File: src/rtl/oflow_apb_master_if.sv
// oflow_apb_master_if: command/response channels and APB pins of the oflow APB initiator.
interface oflow_apb_master_if #(
    parameter int ADDR_W = 10,
    parameter int DATA_W = 32
);
    logic              cmd_valid;
    logic              cmd_ready;
    logic              cmd_write;
    logic [ADDR_W-1:0] cmd_addr;
    logic [DATA_W-1:0] cmd_wdata;
    logic              rsp_valid;
    logic              rsp_ready;
    logic [DATA_W-1:0] rsp_rdata;
    logic              rsp_error;
    logic [7:0]        err_count;
    logic              apb_psel;
    logic              apb_penable;
    logic              apb_pwrite;
    logic [ADDR_W-1:0] apb_addr;
    logic [DATA_W-1:0] apb_pwdata;
    logic              apb_pready;
    logic [DATA_W-1:0] apb_prdata;

    modport master (
        input  cmd_valid, cmd_write, cmd_addr, cmd_wdata, rsp_ready, apb_pready, apb_prdata,
        output cmd_ready, rsp_valid, rsp_rdata, rsp_error, err_count,
               apb_psel, apb_penable, apb_pwrite, apb_addr, apb_pwdata
    );

    modport slave (
        output cmd_valid, cmd_write, cmd_addr, cmd_wdata, rsp_ready, apb_pready, apb_prdata,
        input  cmd_ready, rsp_valid, rsp_rdata, rsp_error, err_count,
               apb_psel, apb_penable, apb_pwrite, apb_addr, apb_pwdata
    );
endinterface

File: src/rtl/oflow_apb_master.sv
// oflow_apb_master: single-outstanding APB initiator with valid/ready command and response
// channels, bounded pready wait and a saturating timeout counter.
module oflow_apb_master #(
    parameter int ADDR_W         = 10,
    parameter int DATA_W         = 32,
    parameter int TIMEOUT_CYCLES = 16
) (
    input logic                clk,
    input logic                reset_N,
    oflow_apb_master_if.master bus
);
    typedef enum logic [1:0] {IDLE, SETUP, ACCESS, RESP} state_t;

    localparam logic [7:0] LAST_WAIT = 8'(TIMEOUT_CYCLES - 1);

    state_t            state_q, state_d;
    logic              ready_q;
    logic [7:0]        cnt_q, cnt_d;
    logic [7:0]        err_q, err_d;
    logic              write_q, write_d;
    logic              error_q, error_d;
    logic [ADDR_W-1:0] addr_q, addr_d;
    logic [DATA_W-1:0] wdata_q, wdata_d;
    logic [DATA_W-1:0] rdata_q, rdata_d;

    always_comb begin
        state_d = state_q;
        cnt_d   = cnt_q;
        err_d   = err_q;
        write_d = write_q;
        error_d = error_q;
        addr_d  = addr_q;
        wdata_d = wdata_q;
        rdata_d = rdata_q;
        unique case (state_q)
            IDLE: begin
                if (bus.cmd_valid && ready_q) begin
                    write_d = bus.cmd_write;
                    addr_d  = bus.cmd_addr;
                    wdata_d = bus.cmd_wdata;
                    state_d = SETUP;
                end
            end
            SETUP: begin
                cnt_d   = '0;
                state_d = ACCESS;
            end
            ACCESS: begin
                // cnt_q holds the number of earlier low-pready ACCESS cycles
                if (bus.apb_pready) begin
                    rdata_d = write_q ? '0 : bus.apb_prdata;
                    error_d = 1'b0;
                    state_d = RESP;
                end else if (cnt_q == LAST_WAIT) begin
                    rdata_d = '0;
                    error_d = 1'b1;
                    err_d   = (err_q == 8'hff) ? err_q : err_q + 8'd1;
                    state_d = RESP;
                end else begin
                    cnt_d = cnt_q + 8'd1;
                end
            end
            RESP: begin
                if (bus.rsp_ready) state_d = IDLE;
            end
        endcase
    end

    // cmd_ready is its own flop so it reads 0 during reset and rises on the first edge after
    always_ff @(posedge clk or negedge reset_N) begin
        if (!reset_N) begin
            state_q <= IDLE;
            ready_q <= 1'b0;
            cnt_q   <= '0;
            err_q   <= '0;
            write_q <= 1'b0;
            error_q <= 1'b0;
            addr_q  <= '0;
            wdata_q <= '0;
            rdata_q <= '0;
        end else begin
            state_q <= state_d;
            ready_q <= (state_d == IDLE);
            cnt_q   <= cnt_d;
            err_q   <= err_d;
            write_q <= write_d;
            error_q <= error_d;
            addr_q  <= addr_d;
            wdata_q <= wdata_d;
            rdata_q <= rdata_d;
        end
    end

    assign bus.cmd_ready   = ready_q;
    assign bus.rsp_valid   = (state_q == RESP);
    assign bus.rsp_rdata   = rdata_q;
    assign bus.rsp_error   = error_q;
    assign bus.err_count   = err_q;
    assign bus.apb_psel    = (state_q == SETUP) || (state_q == ACCESS);
    assign bus.apb_penable = (state_q == ACCESS);
    assign bus.apb_pwrite  = write_q;
    assign bus.apb_addr    = addr_q;
    assign bus.apb_pwdata  = wdata_q;
endmodule

File: src/flat_wrapper.sv
// flat-port wrapper written by rule: the top's interface ports become plain ports
module oflow_apb_master_flat 
#(
    parameter int ADDR_W         = 10,
    parameter int DATA_W         = 32,
    parameter int TIMEOUT_CYCLES = 16
)
  (clk, reset_N, bus_cmd_valid, bus_cmd_write, bus_cmd_addr, bus_cmd_wdata, bus_rsp_ready, bus_apb_pready, bus_apb_prdata, bus_cmd_ready, bus_rsp_valid, bus_rsp_rdata, bus_rsp_error, bus_err_count, bus_apb_psel, bus_apb_penable, bus_apb_pwrite, bus_apb_addr, bus_apb_pwdata);
  oflow_apb_master_if #(.ADDR_W(ADDR_W), .DATA_W(DATA_W)) bus_i ();
  input logic clk;
  input logic reset_N;
  input wire logic [$bits(bus_i.cmd_valid)-1:0] bus_cmd_valid;
  input wire logic [$bits(bus_i.cmd_write)-1:0] bus_cmd_write;
  input wire logic [$bits(bus_i.cmd_addr)-1:0] bus_cmd_addr;
  input wire logic [$bits(bus_i.cmd_wdata)-1:0] bus_cmd_wdata;
  input wire logic [$bits(bus_i.rsp_ready)-1:0] bus_rsp_ready;
  input wire logic [$bits(bus_i.apb_pready)-1:0] bus_apb_pready;
  input wire logic [$bits(bus_i.apb_prdata)-1:0] bus_apb_prdata;
  output wire logic [$bits(bus_i.cmd_ready)-1:0] bus_cmd_ready;
  output wire logic [$bits(bus_i.rsp_valid)-1:0] bus_rsp_valid;
  output wire logic [$bits(bus_i.rsp_rdata)-1:0] bus_rsp_rdata;
  output wire logic [$bits(bus_i.rsp_error)-1:0] bus_rsp_error;
  output wire logic [$bits(bus_i.err_count)-1:0] bus_err_count;
  output wire logic [$bits(bus_i.apb_psel)-1:0] bus_apb_psel;
  output wire logic [$bits(bus_i.apb_penable)-1:0] bus_apb_penable;
  output wire logic [$bits(bus_i.apb_pwrite)-1:0] bus_apb_pwrite;
  output wire logic [$bits(bus_i.apb_addr)-1:0] bus_apb_addr;
  output wire logic [$bits(bus_i.apb_pwdata)-1:0] bus_apb_pwdata;
  assign bus_i.cmd_valid = bus_cmd_valid;
  assign bus_i.cmd_write = bus_cmd_write;
  assign bus_i.cmd_addr = bus_cmd_addr;
  assign bus_i.cmd_wdata = bus_cmd_wdata;
  assign bus_i.rsp_ready = bus_rsp_ready;
  assign bus_i.apb_pready = bus_apb_pready;
  assign bus_i.apb_prdata = bus_apb_prdata;
  assign bus_cmd_ready = bus_i.cmd_ready;
  assign bus_rsp_valid = bus_i.rsp_valid;
  assign bus_rsp_rdata = bus_i.rsp_rdata;
  assign bus_rsp_error = bus_i.rsp_error;
  assign bus_err_count = bus_i.err_count;
  assign bus_apb_psel = bus_i.apb_psel;
  assign bus_apb_penable = bus_i.apb_penable;
  assign bus_apb_pwrite = bus_i.apb_pwrite;
  assign bus_apb_addr = bus_i.apb_addr;
  assign bus_apb_pwdata = bus_i.apb_pwdata;
  oflow_apb_master #(.ADDR_W(ADDR_W), .DATA_W(DATA_W), .TIMEOUT_CYCLES(TIMEOUT_CYCLES)) u_core (.clk(clk), .reset_N(reset_N), .bus(bus_i));
endmodule
File: config.mk
export PLATFORM = sky130hd
export DESIGN_NAME = oflow_apb_master_flat
export DESIGN_NICKNAME = d
export VERILOG_FILES = /design/src/rtl/oflow_apb_master_if.sv /design/src/rtl/oflow_apb_master.sv /design/src/flat_wrapper.sv
export SDC_FILE = /design/constraint.sdc
export NUM_CORES = 1
export LEC_CHECK = 0
export BUFFER_PORTS_ARGS = -buffer_cell sky130_fd_sc_hd__buf_2
export CAP_MARGIN = 40
export CORE_UTILIZATION = 45
export CTS_BUF_LIST = sky130_fd_sc_hd__clkbuf_4
export DETAILED_ROUTE_END_ITERATION = 16
export PLACE_DENSITY = 0.76
export SYNTH_ARGS = -nofsm -noshare
export SYNTH_HDL_FRONTEND = slang
export SYNTH_SLANG_ARGS = --single-unit
File: constraint.sdc
create_clock -name clk -period 3.5 [get_ports clk]
set_input_delay 0.7 -clock clk [delete_from_list [all_inputs] [get_ports clk]]
set_output_delay 0.7 -clock clk [all_outputs]
set_load 0.01 [all_outputs]
==> summary.txt <==
Synthesis
  – Compound-Gate Fraction of Synth Area: 10.1%
  – Post-synthesis mux area share: 13.0%
  – Warnings from Yosys: 0
  – Avg Inst Size Synth: 12.7 um^2
  – Post-synthesis instance total: 308
  – Post-synthesis sequential area ratio: 61.0%
  – Flop and latch count out of synthesis: 95
  – Syn nets: a little under 400
  – Share of async-settable or async-resettable flops after synthesis: 100%
  – Primary FF master, synth: dfrtp_1
  – Number of enable flip-flop cells after synthesis: 0
  – Post-Synth Simple-Gate Area: 10.8%
  – Synth Area in XOR/XNOR: 1.12%
  – Yosys cell types: 38
  – Largest family of logic cells by synthesized area: multiplexers
  – Synthesized area: 3900 um^2
  – Adder-Cell Fraction of Synth Area: approximately 1.9%

Clocking
  – Post-CTS Setup Bufs: 0
  – Worst skew pair latency: 440 ps
  – Clock buffer depth: 2
  – Post-CTS sizing: 0
  – H-tree Lvls: 3
  – Cts bufs inserted: 9
  – TritonCTS clock tree: yes
  – Clock transition at path regs: 160 ps
  – Root Buffer: clkbuf_4
  – Clock Sinks: 95
  – Hold-fix buffers, CTS: 0

Die
  – Die height: between 90 and 100 um
  – Die Wd: about 95 um
  – Area of the core: 8300 um^2
  – I/O pins: ~170
  – Full die area: 9040 um^2
  – Initial core utilization: 47.0%
  – Row count: 33

Timing
  – Final setup violation count: 0
  – Setup WS post-layout: 1150 ps
  – Slew Viols, Final: 0
  – Setup TNS after final layout: 0 ps
  – Final critical-path required period: approximately 2300 ps
  – RSZ-0062 raised after global routing: no
  – Period utilization: 67.1%
  – Max-slew headroom: 48.1%
  – Clock skew: 27.8 ps
  – Fmax: 0.426 GHz
  – Count of final hold-check violations: 0
  – Worst slew pin tran: 776 ps
  – WHS: between 200 and 300 ps

Power and ir drop
  – Power per cell area: around 800 nW/um^2
  – Worst vdd ir: 0.000405 V
  – Leakage power: 2.59 nW
  – Overall Power: ~4.0 mW

Place
  – GPL Wtd Cong: 0.883
  – PortBufs: around 170
  – Final HPWL DP: between 6 and 7 mm
  – DP Area: 4880 um^2
  – DP Cell Count: about 570
  – Dpl ws: 1330 ps

Global route
  – Global-route wire length before repair: 13.8 mm
  – Number of global-route vias before repair: 2883
  – Largest net degree at the start of global routing: 51
  – GRT Util Overall: 19.9%
  – Remaining global-route overflow: 0
  – Initial antenna violation count: 0

Hold path
  – Hold Crit Class: in -> async

Critical path
  – Crit path DAT: 1650 ps
  – CP endpoint kind: primary output
  – Required time of the critical path: 2800 ps
  – CP Max Fanout: 10
  – Setup CP Type: reg -> out
  – Crit start category: register

Status
  – Status: finished clean

Final layout
  – Area growth syn-to-layout: 28.7%
  – Fin area: 5020 um^2
  – Post-layout util: 60.4%
  – Nets: 564
  – Layout cells sized above 1: about half
  – ANT cells: 0
  – Fin cells: between 500 and 600

Routing
  – Post-route ant nets: 0
  – DR pass1 iterations: 4
  – Vias after detailed routing: approximately 3000
  – Vias per cell: slightly above 5
  – Wire per inst: 15.3 um
  – DRT Wirelength: 8.97 mm
  – Initial DRC Count: 76
  – # DRC: 0

Run
  – Max cap viols: 0
worst max-delay path, stage by stage, from the launching register on:
cell	delay, ps
dfrtp_1	420
inv_1	150
ha_1	310
buf_4	210
buf_2	140
path summary, 6_finish.rpt:
check                                          from                        to  slack, ps  cells past startpoint
setup / recovery                  u_core.state_q[0]           bus_apb_penable       1150                      4
hold reg to reg            u_core.bus.rsp_rdata[31]  u_core.bus.rsp_rdata[31]        500                      2
setup reg to reg                  u_core.state_q[0]   u_core.bus.err_count[1]       1280                      6
hold / removal                              reset_N   u_core.bus.rsp_rdata[0]        280                      1
max in group asynchronous                   reset_N   u_core.bus.err_count[0]       2560                      2
min in group clk                 bus_apb_prdata[19]  u_core.bus.rsp_rdata[19]        460                      2
final cells by class:
cell class / instances / area [um^2]
clock buffer: 9 / 67.6
clock inverter: 6 / 67.6
fill: 710 / 3280
inverter: 7 / 26.3
multi-input combinational: 192 / 1450
sequential: 95 / 2380
tap: 105 / 131
timing repair buffer: 173 / 896
cells by family after synthesis:
family,after synthesis
DFF,95
muxes,45
buffers and inverters,21
AOI/OAI and AO/OA,55
and+or+nand+nor,81
xor gates and xnor gates,5
adders and majority gates,6
per-layer routing:
metal  vias to the layer above  GRT usage, %  part of all wire, %
met3                        12          6.06                  8.7
met5                         -             0                    0
met2                       146          32.6                   47
met4                         0          7.45                  1.6
li1                       1443             -                    -
met1                      1431          24.7                   42
flip-flops by register name, summed over array words and instances (netlist names):
signal                 flops
u_core.bus.apb_pwrite      1
u_core.bus.cmd_ready       1
u_core.bus.rsp_rdata      32
u_core.bus.apb_pwdata     32
u_core.bus.rsp_error       1
u_core.bus.apb_addr       10
u_core.bus.err_count       8
u_core.state_q             2
u_core.cnt_q               8
cells in the final DEF, fill, tap and decap left out, types with 2 or more instances in the layout:
cell          n
inv_1         7
a21oi_1       3
nand3_1       6
dfrtp_1      95
o21ai_1       4
nand2b_1      4
clkbuf_4      9
buf_4         6
nor3_1        2
o31ai_1       4
nand4bb_1     2
xnor2_1       2
inv_6         2
a31oi_1       4
nand4b_1      2
mux2_2       44
clkinvlp_4    2
a22o_1       22
nor2b_1       3
buf_2       166
ha_1          6
and3_1        2
and2_1        3
xor2_1        3
o21ai_0      12
nand2_1      35
nand4_1       3
o311ai_0      2
nor4_1        4
nor3_2        2
nor2_1        7
where the power goes:
group	internal, mW	switching, mW	total, mW
clock network	0.218	0.369	0.587
logic	0.808	0.859	1.67
registers	1.54	0.240	1.78
total	2.57	1.47	4.04
cell usage after synthesis, types with 4 or more instances:
library cell / number / area, um^2
dfrtp_1: 95 / 2380
mux2_2: 44 / 495
nand2_1: 35 / 131
a22o_1: 22 / 193
clkbuf_1: 12 / 45.0
o21ai_0: 12 / 60.1
inv_1: 7 / 26.3
nand3_1: 7 / 35.0
nor2_1: 7 / 26.3
ha_1: 6 / 75.1
a31oi_1: 4 / 25.0
nand2b_1: 4 / 25.0
nor4_1: 4 / 25.0
o21ai_1: 4 / 20.0
o31ai_1: 4 / 30.0
Note: power is estimated with default switching activity, not from simulation.
